[config.mk]
export PLATFORM = sky130hd
export DESIGN_NAME = uart_axil_sequencer
export DESIGN_NICKNAME = d
export VERILOG_FILES = /design/src/rtl/uart_axil_sequencer.sv
export SDC_FILE = /design/constraint.sdc
export NUM_CORES = 1
export LEC_CHECK = 0
export ABC_AREA = 1
export CORE_ASPECT_RATIO = 1.2
export CORE_MARGIN = 4
export CORE_UTILIZATION = 45
export DETAILED_ROUTE_END_ITERATION = 8
export GPL_TIMING_DRIVEN = 0
export PLACE_DENSITY_LB_ADDON = 0.12
export SYNTH_ARGS = -nofsm -noshare
export SYNTH_HDL_FRONTEND = slang
export SYNTH_SLANG_ARGS = --single-unit
[constraint.sdc]
create_clock -name clk -period 2.46 [get_ports clk]
set_input_delay 0.492 -clock clk [delete_from_list [all_inputs] [get_ports clk]]
set_output_delay 0.492 -clock clk [all_outputs]
set_load 0.02 [all_outputs]
[src/rtl/uart_axil_sequencer.sv]
// -----------------------------------------------------------------------------
// uart_axil_sequencer
//
// AXI4-Lite master that programs the UART register slave and then streams
// bytes into it. A cfg_start request writes LCR, FCR and IER in that order.
// After that, each byte accepted on the tx valid/ready port is sent as:
// LSR polls until the TX FIFO is not full, a write to TDR, and (optionally)
// a write that pulses the OCR start bit.
//
// Compile-time option:
//   UART_SEQ_OCR_KICK_EN - when defined, every TDR write is followed by an
//                          OCR start-bit write. When undefined, the OCR state
//                          and its logic are removed and no OCR access is made.
//
// Ports:
//   clk, rst_n            clock, synchronous active-low reset
//   i_cfg_start           one-cycle request to (re)program LCR/FCR/IER
//   i_cfg_lcr/fcr/ier     configuration values, sampled when cfg_start is taken
//   i_tx_data/i_tx_valid  byte source; o_tx_ready accepts the byte
//   o_cfg_done            high while configured (READY/POLL/WR_TDR/WR_OCR)
//   o_busy                high in every state except IDLE and READY
//   o_err                 sticky error: bad bresp/rresp or LSR poll timeout
//   *_m_axi_*             AXI4-Lite master (AW, W, B, AR, R channels)
// -----------------------------------------------------------------------------
package common_pkg;
    localparam logic [31:0] ADDR_TDR = 32'h0000_0000;
    localparam logic [31:0] ADDR_IER = 32'h0000_0004;
    localparam logic [31:0] ADDR_FCR = 32'h0000_0008;
    localparam logic [31:0] ADDR_LCR = 32'h0000_000C;
    localparam logic [31:0] ADDR_OCR = 32'h0000_0010;
    localparam logic [31:0] ADDR_LSR = 32'h0000_0014;
endpackage

module uart_axil_sequencer #(
    parameter int TX_FULL_BIT = 1,
    parameter int POLL_LIMIT  = 255
) (
    input  logic        clk,
    input  logic        rst_n,
    input  logic        i_cfg_start,
    input  logic [31:0] i_cfg_lcr,
    input  logic [31:0] i_cfg_fcr,
    input  logic [31:0] i_cfg_ier,
    input  logic [7:0]  i_tx_data,
    input  logic        i_tx_valid,
    output logic        o_tx_ready,
    output logic        o_cfg_done,
    output logic        o_busy,
    output logic        o_err,
    output logic [31:0] o_m_axi_awaddr,
    output logic        o_m_axi_awvalid,
    input  logic        i_m_axi_awready,
    output logic [31:0] o_m_axi_wdata,
    output logic [3:0]  o_m_axi_wstrb,
    output logic        o_m_axi_wvalid,
    input  logic        i_m_axi_wready,
    input  logic [1:0]  i_m_axi_bresp,
    input  logic        i_m_axi_bvalid,
    output logic        o_m_axi_bready,
    output logic [31:0] o_m_axi_araddr,
    output logic        o_m_axi_arvalid,
    input  logic        i_m_axi_arready,
    input  logic [31:0] i_m_axi_rdata,
    input  logic [1:0]  i_m_axi_rresp,
    input  logic        i_m_axi_rvalid,
    output logic        o_m_axi_rready
);
    import common_pkg::*;

    typedef enum logic [2:0] {
        S_IDLE    = 3'd0,
        S_CFG_LCR = 3'd1,
        S_CFG_FCR = 3'd2,
        S_CFG_IER = 3'd3,
        S_READY   = 3'd4,
        S_POLL    = 3'd5,
        S_WR_TDR  = 3'd6
`ifdef UART_SEQ_OCR_KICK_EN
        , S_WR_OCR = 3'd7
`endif
    } state_t;

    localparam logic [16:0] LP_LIMIT = 17'(POLL_LIMIT);

    state_t      r_state, w_state_nxt;
    logic        r_awvalid, r_wvalid, r_bready, r_arvalid, r_rready, r_err;
    logic        r_cfg_done, r_busy;
    logic [31:0] r_awaddr, r_wdata, r_araddr, r_fcr, r_ier;
    logic [3:0]  r_wstrb;
    logic [7:0]  r_byte;
    logic [15:0] r_poll_cnt;

    logic        w_awvalid_nxt, w_wvalid_nxt, w_bready_nxt, w_arvalid_nxt, w_rready_nxt;
    logic        w_err_nxt, w_cfg_done_nxt, w_busy_nxt, w_issue, w_wr_go, w_rd_go;
    logic [31:0] w_awaddr_nxt, w_wdata_nxt, w_araddr_nxt, w_fcr_nxt, w_ier_nxt;
    logic [3:0]  w_wstrb_nxt;
    logic [7:0]  w_byte_nxt;
    logic [15:0] w_poll_cnt_nxt;

    // Handshake/event decode shared by next-state and output logic
    logic w_wr_done, w_rd_done, w_cfg_acc, w_tx_acc, w_rd_full, w_timeout, w_unused;
    assign w_wr_done = r_bready & i_m_axi_bvalid;
    assign w_rd_done = r_rready & i_m_axi_rvalid;
    assign w_cfg_acc = i_cfg_start & ((r_state == S_IDLE) | (r_state == S_READY));
    assign w_tx_acc  = i_tx_valid & o_tx_ready;
    // A failed LSR read cannot be trusted, so it counts as "full"
    assign w_rd_full = i_m_axi_rdata[TX_FULL_BIT] | (i_m_axi_rresp != 2'b00);
    assign w_timeout = w_rd_done & w_rd_full & (({1'b0, r_poll_cnt} + 17'd1) >= LP_LIMIT);
    assign w_unused  = ^i_m_axi_rdata;

    assign o_tx_ready      = (r_state == S_READY) & ~i_cfg_start;
    assign o_cfg_done      = r_cfg_done;
    assign o_busy          = r_busy;
    assign o_err           = r_err;
    assign o_m_axi_awaddr  = r_awaddr;
    assign o_m_axi_awvalid = r_awvalid;
    assign o_m_axi_wdata   = r_wdata;
    assign o_m_axi_wstrb   = r_wstrb;
    assign o_m_axi_wvalid  = r_wvalid;
    assign o_m_axi_bready  = r_bready;
    assign o_m_axi_araddr  = r_araddr;
    assign o_m_axi_arvalid = r_arvalid;
    assign o_m_axi_rready  = r_rready;

    // State register
    always_ff @(posedge clk) begin
        if (!rst_n) begin
            r_state <= S_IDLE;
        end else begin
            r_state <= w_state_nxt;
        end
    end

    // Next-state logic
    always_comb begin
        w_state_nxt = r_state;
        case (r_state)
            S_IDLE:    w_state_nxt = i_cfg_start ? S_CFG_LCR : S_IDLE;
            S_CFG_LCR: w_state_nxt = w_wr_done ? S_CFG_FCR : S_CFG_LCR;
            S_CFG_FCR: w_state_nxt = w_wr_done ? S_CFG_IER : S_CFG_FCR;
            S_CFG_IER: w_state_nxt = w_wr_done ? S_READY : S_CFG_IER;
            S_READY: begin
                if (i_cfg_start) begin
                    w_state_nxt = S_CFG_LCR;
                end else if (i_tx_valid) begin
                    w_state_nxt = S_POLL;
                end else begin
                    w_state_nxt = S_READY;
                end
            end
            S_POLL: begin
                if (!w_rd_done) begin
                    w_state_nxt = S_POLL;
                end else if (!w_rd_full) begin
                    w_state_nxt = S_WR_TDR;
                end else if (w_timeout) begin
                    w_state_nxt = S_READY;
                end else begin
                    w_state_nxt = S_POLL;
                end
            end
`ifdef UART_SEQ_OCR_KICK_EN
            S_WR_TDR:  w_state_nxt = w_wr_done ? S_WR_OCR : S_WR_TDR;
            S_WR_OCR:  w_state_nxt = w_wr_done ? S_READY : S_WR_OCR;
`else
            S_WR_TDR:  w_state_nxt = w_wr_done ? S_READY : S_WR_TDR;
`endif
            default:   w_state_nxt = S_IDLE;
        endcase
    end

    // Output logic: next values of all registered outputs and datapath
    always_comb begin
        // Each valid/ready drops independently on its own handshake
        w_awvalid_nxt  = r_awvalid & ~i_m_axi_awready;
        w_wvalid_nxt   = r_wvalid & ~i_m_axi_wready;
        w_bready_nxt   = r_bready & ~i_m_axi_bvalid;
        w_arvalid_nxt  = r_arvalid & ~i_m_axi_arready;
        w_rready_nxt   = r_rready & ~i_m_axi_rvalid;
        w_awaddr_nxt   = r_awaddr;
        w_wdata_nxt    = r_wdata;
        w_wstrb_nxt    = r_wstrb;
        w_araddr_nxt   = r_araddr;
        w_fcr_nxt      = w_cfg_acc ? i_cfg_fcr : r_fcr;
        w_ier_nxt      = w_cfg_acc ? i_cfg_ier : r_ier;
        w_byte_nxt     = w_tx_acc ? i_tx_data : r_byte;
        w_wr_go        = 1'b0;
        w_rd_go        = 1'b0;
        w_cfg_done_nxt = (w_state_nxt == S_READY) | (w_state_nxt == S_POLL) |
                         (w_state_nxt == S_WR_TDR)
`ifdef UART_SEQ_OCR_KICK_EN
                         | (w_state_nxt == S_WR_OCR)
`endif
                         ;
        w_busy_nxt     = (w_state_nxt != S_IDLE) & (w_state_nxt != S_READY);

        if (w_cfg_acc) begin
            w_err_nxt = 1'b0;
        end else if ((w_wr_done & (i_m_axi_bresp != 2'b00)) |
                     (w_rd_done & (i_m_axi_rresp != 2'b00)) | w_timeout) begin
            w_err_nxt = 1'b1;
        end else begin
            w_err_nxt = r_err;
        end

        if ((w_state_nxt == S_POLL) && (r_state != S_POLL)) begin
            w_poll_cnt_nxt = 16'd0;
        end else if (w_rd_done && w_rd_full) begin
            w_poll_cnt_nxt = r_poll_cnt + 16'd1;
        end else begin
            w_poll_cnt_nxt = r_poll_cnt;
        end

        // A new transaction starts on every state entry, and on every
        // repeated LSR read while staying in POLL
        w_issue = (w_state_nxt != r_state) | w_rd_done;
        if (w_issue) begin
            case (w_state_nxt)
                S_CFG_LCR: begin
                    w_wr_go = 1'b1; w_awaddr_nxt = ADDR_LCR;
                    w_wdata_nxt = i_cfg_lcr; w_wstrb_nxt = 4'hF;
                end
                S_CFG_FCR: begin
                    w_wr_go = 1'b1; w_awaddr_nxt = ADDR_FCR;
                    w_wdata_nxt = r_fcr; w_wstrb_nxt = 4'hF;
                end
                S_CFG_IER: begin
                    w_wr_go = 1'b1; w_awaddr_nxt = ADDR_IER;
                    w_wdata_nxt = r_ier; w_wstrb_nxt = 4'hF;
                end
                S_POLL: begin
                    w_rd_go = 1'b1; w_araddr_nxt = ADDR_LSR;
                end
                S_WR_TDR: begin
                    w_wr_go = 1'b1; w_awaddr_nxt = ADDR_TDR;
                    w_wdata_nxt = {24'h00_0000, r_byte}; w_wstrb_nxt = 4'h1;
                end
`ifdef UART_SEQ_OCR_KICK_EN
                S_WR_OCR: begin
                    w_wr_go = 1'b1; w_awaddr_nxt = ADDR_OCR;
                    w_wdata_nxt = 32'h0000_0002; w_wstrb_nxt = 4'h1;
                end
`endif
                default: begin
                    w_wr_go = 1'b0;
                end
            endcase
        end else begin
            w_wr_go = 1'b0;
        end

        // bready goes up with wvalid: the slave needs it while data is offered
        if (w_wr_go) begin
            w_awvalid_nxt = 1'b1; w_wvalid_nxt = 1'b1; w_bready_nxt = 1'b1;
        end else begin
            w_wr_go = 1'b0;
        end
        if (w_rd_go) begin
            w_arvalid_nxt = 1'b1; w_rready_nxt = 1'b1;
        end else begin
            w_rd_go = 1'b0;
        end
    end

    // Registered outputs and datapath
    always_ff @(posedge clk) begin
        if (!rst_n) begin
            r_awvalid  <= 1'b0;  r_wvalid   <= 1'b0;  r_bready <= 1'b0;
            r_arvalid  <= 1'b0;  r_rready   <= 1'b0;  r_err    <= 1'b0;
            r_cfg_done <= 1'b0;  r_busy     <= 1'b0;
            r_awaddr   <= 32'h0; r_wdata    <= 32'h0; r_wstrb  <= 4'h0;
            r_araddr   <= 32'h0; r_fcr      <= 32'h0; r_ier    <= 32'h0;
            r_byte     <= 8'h00; r_poll_cnt <= 16'd0;
        end else begin
            r_awvalid  <= w_awvalid_nxt;  r_wvalid   <= w_wvalid_nxt;
            r_bready   <= w_bready_nxt;   r_arvalid  <= w_arvalid_nxt;
            r_rready   <= w_rready_nxt;   r_err      <= w_err_nxt;
            r_cfg_done <= w_cfg_done_nxt; r_busy     <= w_busy_nxt;
            r_awaddr   <= w_awaddr_nxt;   r_wdata    <= w_wdata_nxt;
            r_wstrb    <= w_wstrb_nxt;    r_araddr   <= w_araddr_nxt;
            r_fcr      <= w_fcr_nxt;      r_ier      <= w_ier_nxt;
            r_byte     <= w_byte_nxt;     r_poll_cnt <= w_poll_cnt_nxt;
        end
    end

endmodule

# [After elaboration in Yosys (flattened, before gate mapping)]
# Cells that the tools add are included.
# W data, S select, Z words.
[totals] regBits=168 input_bits=149 output_inout_bits=109 word_cells=102
[classes] addsub=2 n_lt_le_gt_ge=1 eq_ne=15 muxes=23 bitwise=29 n_reduce_logical=15
[ops] cell="$pmux W32 S4" count=2
[ops] cell="$pmux W3 S7" count=1
[ops] cell="$eq A3 B3 Y1 const B" count=6
[ops] cell="$add A16 B1 Y17 const B" count=1
[ops] cell="$ge A17 B8 Y1 const B" count=1
[ops] cell="$add A16 B1 Y16 const B" count=1
[ops] cell="$and A1 B1 Y1" count=15
[ops] cell="$mux W1" count=13
[ops] cell="$eq A3 B2 Y1 const B" count=4
[ops] cell="$mux W2" count=4
[ops] cell="$pmux W4 S2" count=1
[ops] cell="$not A1 Y1" count=7
[ops] cell="$or A1 B1 Y1" count=7
[ops] cell="$eq A3 B1 Y1 const B" count=2
[ops] cell="$mux W3" count=2
[ops] cell="$ne A3 B3 Y1 const B" count=2
[ops] cell="$reduce_and A2 Y1" count=3
[ops] cell="$reduce_bool A2 Y1" count=3
[ops] cell="$reduce_bool A4 Y1" count=1
[ops] cell="$reduce_or A2 Y1" count=2
[ops] cell="$reduce_or A4 Y1" count=1
[ops] cell="$logic_not A3 Y1" count=1
[ops] cell="$ne A3 B3 Y1" count=1
[ops] cell="$reduce_bool A3 Y1" count=1
[ops] cell="2 further kinds" count=3

# [Logic depth before layout (Yosys ltp)]
# Gate-level depths: netlist of the first run.
[depth] word_depth=13 depth_mapped=21 ltp_nobuf=20

# [Least setup slack after synthesis of the first run]
# No wires, ideal clock.
[synth_path] path_type="reg-to-reg" start="reg r_poll_cnt[1]" end="reg r_wdata[10] (netlist: o_m_axi_wdata[10])" setup_time_ns=0.111 arrival_ns=2.086 required_ns=2.349 slack_ns=0.262 path_stages_with_launch=20 path_buffers=1 synth_period_minus_slack_ns=2.198 path_cell_list="dfxtp_1 > ha_1 > nand3_2 > nor2_4 > nand2_1 > nand2_1 > nand2_1 > nor2_1 > nand2_1 > nor2_2 > nand4_1 > nand2_1 > nand2_2 > nand2_4 > nand2_2 > nand3_2 > nand2_4 > buf_4 > nor2_1 > nor2_1"
[synth_via] elab_chain_len=10 word_cells_on_any_way=16 classes_between="add/sub (1); order compare (1); eq/ne (5); mux (5); bitwise (2); reduce/logical (2)"
[synth_lines] item="start: declaration" line_no="91" text="logic [15:0] r_poll_cnt;"
[synth_lines] item="start signal: assignment" line_no="282" text="r_byte <= w_byte_nxt; r_poll_cnt <= w_poll_cnt_nxt;"
[synth_lines] item="$add A16 B1 Y17 *" line_no="108" text="assign w_timeout = w_rd_done & w_rd_full & (({1'b0, r_poll_cnt} + 17'd1) >= LP_LIMIT);"
[synth_lines] item="$ge A17 B8 Y1 *" line_no="108"
[synth_lines] item="$and A1 B1 Y1 *" line_no="108"
[synth_lines] item="$mux W1 *" line_no="156" text="end else if (w_timeout) begin"
[synth_lines] item="$mux W2 *" line_no="154" text="end else if (!w_rd_full) begin"
[synth_lines] item="$mux W2 *" line_no="152" text="if (!w_rd_done) begin"
[synth_lines] item="$pmux W3 S7 *" line_no="137" text="case (r_state)"
[synth_lines] item="$eq A3 B3 Y1 (tied with other cells)" line_no="218" text="case (w_state_nxt)"
[synth_lines] item="$reduce_bool A4 Y1 (no source line) / $or A1 B1 Y1 (equally long branches)"
[synth_lines] item="$reduce_and A2 Y1 (no source line)"
[synth_lines] item="end signal: assignment" line_no="279" text="r_awaddr <= w_awaddr_nxt; r_wdata <= w_wdata_nxt;"
[synth_lines] item="end: declaration" line_no="88" text="logic [31:0] r_awaddr, r_wdata, r_araddr, r_fcr, r_ier;"
# Every way passes the cells marked *; elsewhere a longest branch is shown, timed or not.
# A chain may end at the register's enable or synchronous reset.

# [Final worst setup path of the first run]
[layout_path] start="reg r_poll_cnt[4]" end="reg r_wdata[8] (netlist: o_m_axi_wdata[8])"
# Same word-level chain as after synthesis.

==> results of run 1 <==
## worst paths after layout
| path | slack [ns] | endpoint |
|---|---|---|
| worst max-delay path | -0.02 | o_m_axi_wdata[8]$_SDFFE_PN0P_ |
| worst max register to register | -0.02 | o_m_axi_wdata[8]$_SDFFE_PN0P_ |
| worst min-delay path | 0.45 | o_m_axi_wstrb[0]$_SDFFE_PN0P_ |
| worst min register to register | 0.45 | o_m_axi_wstrb[0]$_SDFFE_PN0P_ |
## placed cells by master (no fill, tap or decap), types with 23 or more instances in the layout
cell type / count
conb_1: 60
clkbuf_1: 32
dfxtp_1: 131
inv_1: 71
buf_4: 77
nand3_1: 98
clkdlybuf4s50_1: 163
nor2_1: 224
a21oi_1: 23
o21ai_0: 70
nand2_1: 206
## power groups by stage
stage | combinational (mW) | clock (mW) | sequential [mW]
2_1_floorplan | 1.03 | 0 | 2.87
3_3_place_gp | 1.99 | 0 | 2.68
3_5_place_dp | 2.00 | 0 | 2.69
4_1_cts | 2.07 | 2.61 | 2.64
5_1_grt | 2.39 | 2.71 | 2.68
6_report | 2.16 | 2.57 | 2.64
## flip-flops by register name, summed over array words and instances, names as in the netlist
register	cells
o_m_axi_wvalid	1
o_m_axi_rready	1
o_m_axi_awvalid	1
o_m_axi_arvalid	1
o_cfg_done	1
o_m_axi_wstrb	2
o_m_axi_bready	1
o_m_axi_awaddr	2
r_poll_cnt	16
o_m_axi_araddr	1
r_byte	8
r_ier	32
r_fcr	32
o_busy	1
o_m_axi_wdata	32
r_state	3
o_err	1
## cells by family (layout without fill, tap and decap cells)
family,count (synthesis),after routing,share of synthesized area [%]
other cells,1,60,0.05539
flops,136,136,40.21
compound gates,113,113,9.000
simple gates,567,569,34.85
buf+inv,192,401,15.12
fa+ha+maj,2,2,0.3696
xor+xnor,3,3,0.3882
## cell type report
type	count	area, um^2	area share (%)
timing repair buffer	177	1759	18.01
clock inverter	15	167.7	1.716
buffer	114	770.7	7.890
clock buffer	17	425.4	4.355
tap	200	250.2	2.562
inverter	78	300.3	3.074
multi-input combinational	747	3361	34.40
sequential	136	2734	27.99
## critical path: cells and delay by family (launching register included)
kind / cells / cell delay (ns)
buffers and inverters: 2 / 0.21
DFF: 1 / 0.40
and+or+nand+nor: 18 / 1.77
## metal layers
layer  track usage [%]  share of wire, %
met1             26.35                41
met2             40.56                50
met3             5.646               7.1
met4             7.600               1.7
met5                 0             0.060
## what timing repair did
action / in CTS / in global routing
setup endpoints to repair: 53 / 48
pin swaps: 4 / 8
cloned: 3 / 2
gates resized for setup: 19 / 31
buffers inserted: 3 / 7
==> impl_results.md, run 1 <==
- Run status: complete, but fails checks
- Violations in the final reports: setup timing
- Part of the power in combinational logic: a little under 30%
- Clock sink total: 136
- Power density over the cells: approximately 750 nW/um^2
- Synthesized instance count: just over 1000
- Number of buffers between clock root and the deepest sink: 2
- Logic depth of the worst register-to-register path: 20
- X dimension of the die: roughly 120 um
- Minimum clock period: 2.484 ns
- Share of the clock period used by the worst path: 101.0%
- Pre-CTS WS: -0.4463 ns
- Y dimension of the die: about 140 um
- Antenna Cells: 0
- Row cnt: 48
- Count of input and output buffers: 164
- Pin slew with the least headroom to its limit: about 0.60 ns
- Core region area: ~15000 um^2
- Worst path max stage delay: ~0.4 ns
- Mean routed wirelength per cell: about 13 um
- CP Launch Point: r_poll_cnt[4]$_SDFFE_PP0P_
- Hold violation total from the final report: 0
- Clock transition time at the flip-flop clock pins of the worst setup and hold paths: 0.06 ns
- Top cell type's share of synthesized area: between 40 and 50%
- Summed negative setup slack over all endpoints: -0.1680 ns
- Post-Route Skew: just over 0.009 ns
- Standard cell with the maximum stage delay on the critical path: dfxtp_1
- Pin count of the biggest net entering global routing: 17
- Final setup fails: 21
- Area of the die: roughly 17000 um^2
- Number of instances on the worst hold path: 2
- Starting Density: 46.39%
- Final wirelength: 19910 um
- Layout Nets: between 1000 and 1500
- 1st-iter DRT viols: roughly 330
- Clock latency on the worst-skew pair: approximately 0.42 ns
- EDFF count, synth: 0
- Critical Path Fanout Max: 10
- Via count: just under 7000
- Top post-synthesis cells by area: dfxtp_1, nor2_1, nand2_1, nand3_1, buf_4
- Synth-to-Final Area Change: 44.28%
- Cell-internal power: between 5 and 6 mW
- # DRC: 0
- CP endpoint kind: flip-flop
- Hold buffer count at CTS: 0
- Maximum vdd drop: roughly 0.51 mV
- Maximum clock rate: 402.7 MHz
- Part of the total power dissipated in sequential elements: a little over a third
- Buffer type at the clock tree root: clkbuf_16
- RD Place Congestion: between 0.8 and 0.9
- CP most frequent cell: nand2_1
- Synth Area per Inst: between 6 and 7 um^2
- Largest area contributor in the netlist: dfxtp_1
- Kind of critical path: reg2reg
- Reg2Reg Launch Point: r_poll_cnt[4]$_SDFFE_PP0P_
- Number of top-level pins: 258
- Aggregate global-route resource usage: 22.63%
- Number of slew-limit violations in the final report: 0
- Most repeated cell in the gate-level netlist after synthesis: nor2_1
- Worst max-slew margin expressed relative to the limit: between 50% and 60%
- Area after DPL: 8884 um^2
- Sum of net half-perimeters after detailed placement: 14620 um
- Util after Layout: about 67%
- Placed cells: 1437
- Average via count per standard cell: 4.657
- CP Data Arrival Time: approximately 2.8 ns
- Sequential-to-total area share from yosys stat: 40.21%
- Unrepaired setup endpoints after global routing: yes
- Async S/R FF share, synth: 0%
- Fillers: 1364
- Cell area after technology mapping: around 6800 um^2
- Number of max-capacitance violations reported: 0
- Clock power frac: between 30% and 40%
- Layout cells sized above 1: between 10% and 20%
- Total CTS buffers: 17
- Most used flip-flop cell after synthesis: dfxtp_1
- Final instance area: 9768 um^2
- Switching share of power: approximately a third
- Leading cell types by count after synthesis: nor2_1, nand2_1, dfxtp_1, nand3_1, inv_1
- First-pass GRT wire length: 30940 um
- Data required time of the critical path: 2.78 ns
- Total of warnings raised by yosys: 0
- Sw power: between 2 and 2.5 mW
- CTS tree: built
- Drt first pass iters: 5
- CTS HTree Levels: 4
- Number of nets with antenna violations after routing: 0
- Grt total ovfl: 0
- Hold slack final: 0.4498 ns
- Finished Layout Cells: between 1000 and 1500
- Unique masters post-synth: 32
- Antenna violations before repair: 1
- Post-layout total power: 7.371 mW
- Worst-case setup margin in the final layout: -0.02353 ns
- Static Leakage: 4.339 nW
- HP Class: reg2reg
- Element type at the critical path start: flip-flop
- Number of global-route vias before repair: around 6400
- Startpoint of the worst hold path: o_m_axi_wstrb[0]$_SDFFE_PN0P_
- Critical-path cell list: nand2_2, nor2_4, nand2_2, nor2_1, nand3_1, nand2_1, nand2_1, nor2_2, nand4_1, nand2_1, nand2_2, nand2_4, nand2_1, nand2_2, inv_4, nand2_8, buf_6, nand2_1, nand2_1, nor2_2
- Seq cells post-synth: roughly 140
No activity file was read; power rests on OpenSTA's default activity.
==> run 2: changes to the inputs <==
CORE_UTILIZATION = 46   (was 45)
CTS_BUF_LIST = sky130_fd_sc_hd__clkbuf_8   (was default)
==> run 2 against run 1 <==
  * The flow still finishes with violations (setup timing)
  * Power is 6.4% lower
  * Via count up 0.93%
  * Worst setup slack got worse by 0.057 ns
  * Sequential power about the same
  * Global-route usage increased by 0.37 points
  * Die area fell by 2.0%
  * Utilization rose by 0.55 points
  * Sequential cell count stayed put
  * Fmax down 2.2%
  * Critical path depth decreased by 1
  * Critical endpoint is now o_m_axi_wdata[2]$_SDFFE_PN0P_
  * Largest power group unchanged
==> impl_results.md, run 2 (synthesis results as in run 1) <==
- Core region area: 14410 um^2 (-1.2%)
- Element type at the critical path start: flip-flop
- CTS HTree Levels: 4 (unchanged)
- Setup slack on the worst flop-to-flop path: -0.08 ns (-0.06 ns)
- Area of the die: 16730 um^2 (-2.0%)
- Power density over the cells: 709.2 nW/um^2 (-6.0%)
- 1st-iter DRT viols: 397 (+22%)
- Critical-path cell list: buf_4, ha_1, nor2_1, nor2_1, nor2_1, nand3_1, nor2_1, nand3_1, nand4_1, nand2_1, nand2_2, nand2_4, nand2_2, nand3_4, nand2_4, clkbuf_16, nand2_1, nand2_1, nor2_1
- Count of input and output buffers: 164 (unchanged)
- Row cnt: 48 (unchanged)
- Maximum clock rate: 393.7 MHz (-2.2%)
- Final wirelength: 20270 um (+1.8%)
- CTS tree: built
- Number of top-level pins: 258 (unchanged)
- RD Place Congestion: 0.8411 (about the same)
- Grt total ovfl: 0 (unchanged)
- CP most frequent cell: nor2_1
- Sum of net half-perimeters after detailed placement: 14490 um (-0.93%)
- Buffer type at the clock tree root: clkbuf_8
- Hold violation total from the final report: 0 (unchanged)
- Layout cells sized above 1: 14.62% (+1.8 points)
- Average via count per standard cell: 4.774 (+2.5%)
- Commonest non-fill, non-tap cells in the layout: nor2_1, nand2_1, clkdlybuf4s50_1
- Logic depth of the worst register-to-register path: 19 (-5.0%)
- Detail Route met2 WL: 10210 um (+2.1%)
- Reg2Reg Launch Point: r_poll_cnt[1]$_SDFFE_PP0P_
- Worst path max stage delay: 0.36 ns (-0.04 ns)
- Static Leakage: 4.387 nW (+1.1%)
- Clock sink total: 136 (unchanged)
- Number of slew-limit violations in the final report: 0 (unchanged)
- # DRC: 0 (unchanged)
- Y dimension of the die: 140.9 um (-1.0%)
- Share of the clock period used by the worst path: 103.3% (+2.3 points)
- Synth-to-Final Area Change: 43.67%
- CP Data Arrival Time: 2.89 ns (+0.09 ns)
- Via count: 6975 (+0.93%)
- Mean routed wirelength per cell: 13.88 um (+3.4%)
- Highest routed metal layer: met5
- Worst-case setup margin in the final layout: -0.08007 ns (-0.05654 ns)
- Antenna violations before repair: 1 (unchanged)
- Starting Density: 46.97% (+0.58 points)
- Aggregate global-route resource usage: 23.00% (+0.37 points)
- Number of buffers between clock root and the deepest sink: 2 (unchanged)
- Maximum vdd drop: 0.3604 mV (-29%)
- Pin slew with the least headroom to its limit: 0.6189 ns (+0.01807 ns)
- Layout Nets: 1424 (+0.14%)
- Number of global-route vias before repair: 6467 (+1.8%)
- Pre-CTS WS: -0.4984 ns (-0.05208 ns)
- Unrepaired setup endpoints after global routing: yes
- Clock transition time at the flip-flop clock pins of the worst setup and hold paths: 0.08 ns (+0.02 ns)
- Post-layout total power: 6.898 mW (-6.4%)
- Hold slack final: 0.4563 ns (+0.006563 ns)
- Met1 routed wirelength after detailed routing: 7998 um (-1.9%)
- Antenna Cells: 0 (unchanged)
- Data required time of the critical path: 2.81 ns (+0.03 ns)
- Worst hold endpoint: o_m_axi_wstrb[0]$_SDFFE_PN0P_
- Minimum clock period: 2.540 ns (+0.05654 ns)
- Total CTS buffers: 17 (unchanged)
- Pin count of the biggest net entering global routing: 17 (unchanged)
- Most common cell after layout, fill and taps aside: nor2_1
- Met3 layer wire length in the routed design: 1552 um (+10%)
- Drt first pass iters: 5 (unchanged)
- Number of max-capacitance violations reported: 0 (unchanged)
- Post-Route Skew: 0.007294 ns (-0.001832 ns)
- X dimension of the die: 118.7 um (-1.0%)
- HP Class: reg2reg
- Violations in the final reports: setup timing
- Critical Path Fanout Max: 6 (-4)
- Kind of critical path: reg2reg
- Worst max-slew margin expressed relative to the limit: 58.74% (-1.2 points)
- Number of instances on the worst hold path: 2 (unchanged)
- Number of nets with antenna violations after routing: 0 (unchanged)
- Capturing point of the worst reg2reg path: o_m_axi_wdata[2]$_SDFFE_PN0P_
- Fillers: 1312 (-3.8%)
- CP endpoint kind: flip-flop
- Standard cell with the maximum stage delay on the critical path: dfxtp_4
- Run status: complete, but fails checks
- Final setup fails: 38 (+81%)
- First-pass GRT wire length: 30910 um (-0.11%)
- Clock latency on the worst-skew pair: 0.45 ns (+0.03 ns)
- Startpoint of the worst hold path: o_m_axi_wstrb[0]$_SDFFE_PN0P_
[run 2: area by class of cell]
cell class | instances | area, um^2 | share of cell area [%]
Buffer | 114 | 773.2 | 7.950
Clock buffer | 23 | 316.6 | 3.254
Clock inverter | 9 | 120.1 | 1.235
Inverter | 78 | 297.8 | 3.061
Multi-Input combinational cell | 747 | 3460 | 35.57
Sequential cell | 136 | 2738 | 28.15
Tap cell | 175 | 219.0 | 2.251
Timing Repair Buffer | 179 | 1803 | 18.54
[run 2: what timing repair did]
action                     CTS  global route
hold endpoints to repair     0             0
hold buffers                 0             0
gates cloned                 2             4
pin swaps                    2            28
buffers inserted             3             8
gates resized for setup     22            59
setup endpoints to repair   53            42
[run 2: worst max-delay path, delay by kind of cell (launching register included)]
kind / cells / cell delay [ns]
AND/OR/NAND/NOR: 16 / 1.46
flip-flops: 1 / 0.36
adder cells (fa/ha/maj): 1 / 0.30
buffers and inverters: 2 / 0.29
[run 2: routing by layer]
layer	global-route usage [%]	vias to the layer above
met1	26.73	3096
met5	0	-
li1	-	3588
met2	40.60	249
met4	8.298	2
met3	6.220	40
[run 2: stage by stage]
stage / setup TNS (ns) / cells / cell area [um^2] / util, %
finish: -2.054 / 1461 / 9727 / 67.48
global route: -10.29 / 1461 / 9727 / 67.48
CTS: -0.1323 / 1449 / 9402 / 65.23
detailed placement: -24.40 / 1412 / 8852 / 61.41
global placement: -22.87 / 1412 / 8852 / 61.41
floorplan: 0 / 1073 / 6992 / -
[run 2: worst max-delay path by stage]
stage / from / end / slack [ns] / cells after the start
final: r_poll_cnt[1]$_SDFFE_PP0P_ / o_m_axi_wdata[2]$_SDFFE_PN0P_ / -0.08 / 19
after detailed placement: i_m_axi_rresp[1] / o_m_axi_wdata[24]$_SDFFE_PN0P_ / -0.50 / 11
after global routing: r_poll_cnt[2]$_SDFFE_PP0P_ / o_m_axi_wdata[19]$_SDFFE_PN0P_ / -0.28 / 19
after CTS: r_poll_cnt[0]$_SDFFE_PP0P_ / o_m_axi_wdata[22]$_SDFFE_PN0P_ / -0.02 / 20
after global placement: i_m_axi_rresp[1] / o_m_axi_wdata[16]$_SDFFE_PN0P_ / -0.48 / 11
after floorplan: r_poll_cnt[1]$_SDFFE_PP0P_ / o_m_axi_wdata[10]$_SDFFE_PN0P_ / 0.26 / 19
[run 2: where the power goes]
| part | internal [mW] | switching [mW] |
|---|---|---|
| Clock | 1.15 | 0.869 |
| Combinational | 1.03 | 1.21 |
| Sequential | 2.49 | 0.154 |
| Total | 4.67 | 2.23 |
==> run 3: changes to the inputs <==
REMOVE_ABC_BUFFERS = 1   (was default)
==> run 3 against run 2 <==
  * The flow still finishes with violations (setup timing)
  * Highest routed layer is now met4
  * Combinational power increased by 27%
  * Power increased by 9.7%
  * Largest cell class unchanged
  * Non-clock buffer count decreased by 75
  * Global-route usage increased by 3.6 points
  * Final cell count decreased by 4.2%
  * Clock power increased by 3%
==> impl_results.md, run 3 (synthesis results as in run 1) <==
- CTS HTree Levels: 4 (unchanged)
- Power density over the cells: 748.8 nW/um^2 (+5.6%)
- Core region area: 14410 um^2 (unchanged)
- Grt total ovfl: 0 (unchanged)
- Global routing met1 resource utilization: 30.37% (+3.6 points)
- Number of buffers between clock root and the deepest sink: 2 (unchanged)
- Pin slew with the least headroom to its limit: 0.9401 ns (+0.3211 ns)
- Final setup fails: 43 (+13%)
- Busiest metal layer after global routing: met2
- Violations in the final reports: setup timing
- Aggregate global-route resource usage: 26.65% (+3.6 points)
- Total CTS buffers: 17 (unchanged)
- Buffer type at the clock tree root: clkbuf_8
- Maximum clock rate: 377.7 MHz (-4.1%)
- CTS tree: built
- Number of global-route vias before repair: 6511 (+0.68%)
- Starting Density: 46.97% (unchanged)
- Row cnt: 48 (unchanged)
- Critical Path Fanout Max: 8 (+2)
- Layout Nets: 1363 (-4.3%)
- Hold buffer count at CTS: 0 (unchanged)
- Static Leakage: 4.294 nW (-2.1%)
- Number of slew-limit violations in the final report: 0 (unchanged)
- Clock transition time at the flip-flop clock pins of the worst setup and hold paths: 0.07 ns (about the same)
- Antenna violations before repair: 0 (-1)
- Worst-case setup margin in the final layout: -0.1876 ns (-0.1075 ns)
- Maximum vdd drop: 0.4508 mV (+25%)
- Global Route met2 Usage: 44.55% (+4.0 points)
- Post-Route Skew: 0.01078 ns (+0.003482 ns)
- Summed negative setup slack over all endpoints: -5.817 ns (-3.763 ns)
- Final wirelength: 23100 um (+14%)
- Kind of critical path: reg2reg
- Run status: complete, but fails checks
- Number of max-capacitance violations reported: 0 (unchanged)
- HP Class: reg2reg
- Hold slack final: 0.4585 ns (+0.002196 ns)
- Pin count of the biggest net entering global routing: 100 (+83)
- X dimension of the die: 118.7 um (unchanged)
- Hold violation total from the final report: 0 (unchanged)
- Drt first pass iters: 5 (unchanged)
- Minimum clock period: 2.648 ns (+0.1075 ns)
- Average via count per standard cell: 5.026 (+5.3%)
- Commonest non-fill, non-tap cells in the layout: nor2_1, nand2_1, clkdlybuf4s50_1
- Synth-to-Final Area Change: 49.31%
- 1st-iter DRT viols: 475 (+20%)
- Number of top-level pins: 258 (unchanged)
- Fillers: 1251 (-4.6%)
- Share of the clock period used by the worst path: 107.6% (+4.4 points)
- Y dimension of the die: 140.9 um (unchanged)
- Routing usage on met3: 9.149% (+2.9 points)
- Clock latency on the worst-skew pair: 0.46 ns (about the same)
- Element type at the critical path start: flip-flop
- First-pass GRT wire length: 34660 um (+12%)
- Layout cells sized above 1: 18.45% (+3.8 points)
- Area of the die: 16730 um^2 (unchanged)
- Data required time of the critical path: 2.81 ns (about the same)
- CP endpoint kind: flip-flop
- Clock sink total: 136 (unchanged)
- Sum of net half-perimeters after detailed placement: 11440 um (-21%)
- RD Place Congestion: 0.8304 (-1.3%)
- Count of input and output buffers: 166 (+1.2%)
- Worst max-slew margin expressed relative to the limit: 37.33% (-21 points)
- Placed cells: 1302 (-7.8%)
- Antenna Cells: 0 (unchanged)
- Number of nets with antenna violations after routing: 0 (unchanged)
- Via count: 7036 (+0.87%)
- Mean routed wirelength per cell: 16.50 um (+19%)
- Most common cell after layout, fill and taps aside: nor2_1
- Finished Layout Cells: 1400 (-4.2%)
- Unrepaired setup endpoints after global routing: yes
- # DRC: 0 (unchanged)
- CP Data Arrival Time: 3.00 ns (+0.11 ns)
[run 3: cell count changes in the layout (fill, tap and decap cells not counted), sizes merged, moves of 2 or more]
cell,before,now
buf,93,52
clkbuf,59,26
inv,77,75
nand2,216,228
[run 3: what timing repair did]
action                                  CTS  global route
resized for setup                       125            55
setup buffers                            40            10
pin swaps                                56            45
endpoints found under the setup margin   56            43
cloned                                   18             1
[run 3: power by group]
part           switching, mW  leakage (nW)  internal, mW
clock                  0.867         0.238          1.21
sequential             0.156          1.12          2.49
combinational           1.65          2.93          1.19
total                   2.67          4.29          4.90
[run 3: final timing paths]
path | startpoint | endpoint | slack [ns] | cells past startpoint
worst max-delay path | r_poll_cnt[1]$_SDFFE_PP0P_ | o_m_axi_wdata[8]$_SDFFE_PN0P_ | -0.19 | 22
worst min-delay path | o_m_axi_wstrb[0]$_SDFFE_PN0P_ | o_m_axi_wstrb[0]$_SDFFE_PN0P_ | 0.46 | 2
worst max register to register | r_poll_cnt[1]$_SDFFE_PP0P_ | o_m_axi_wdata[8]$_SDFFE_PN0P_ | -0.19 | 22
worst min register to register | o_m_axi_wstrb[0]$_SDFFE_PN0P_ | o_m_axi_wstrb[0]$_SDFFE_PN0P_ | 0.46 | 2
[run 3: critical path, stage by stage, from the launching register on]
cell      delay, ns
dfxtp_4        0.36
ha_4           0.17
nand3_4        0.10
nor2_4         0.05
buf_4          0.13
buf_6          0.10
nand3b_1       0.09
nand2_2        0.07
nor2_1         0.08
nand2_1        0.08
nor2_2         0.13
nand4_1        0.11
nand2_1        0.09
nand2_2        0.10
nand2_8        0.14
buf_6          0.14
nor2_4         0.05
buf_6          0.12
buf_12         0.13
nand3_1        0.08
nand3_2        0.09
nor2_2         0.08
nor2_1         0.05
[run 3: metal layers]
metal  vias to the layer above  routed length (um)
met5                         -                   0
met4                         0                 936
met3                        60                1878
met2                       268               11170
met1                      3219                9115
li1                       3489                   -
[run 3: metrics by stage]
stage	setup slack (ns)	utilization [%]	area (um^2)	total power [mW]
6_report	-0.1876	70.13	10110	7.569
5_1_grt	-0.3496	70.13	10110	7.919
4_1_cts	-0.1280	68.25	9837	7.455
3_5_place_dp	-1.619	56.80	8187	4.506
3_3_place_gp	-2.665	56.48	8142	4.482
2_1_floorplan	-0.4912	-	6261	3.710
[run 3: layout make-up]
class	count	area, um^2	share of cell area, %
Timing Repair inverter	1	8.758	0.08664
Inverter	78	337.8	3.342
Tap cell	175	219.0	2.166
Timing Repair Buffer	218	2325	23.00
Clock buffer	25	344.1	3.404
Sequential cell	136	2733	27.03
Clock inverter	7	110.1	1.089
Multi-Input combinational cell	760	4031	39.88
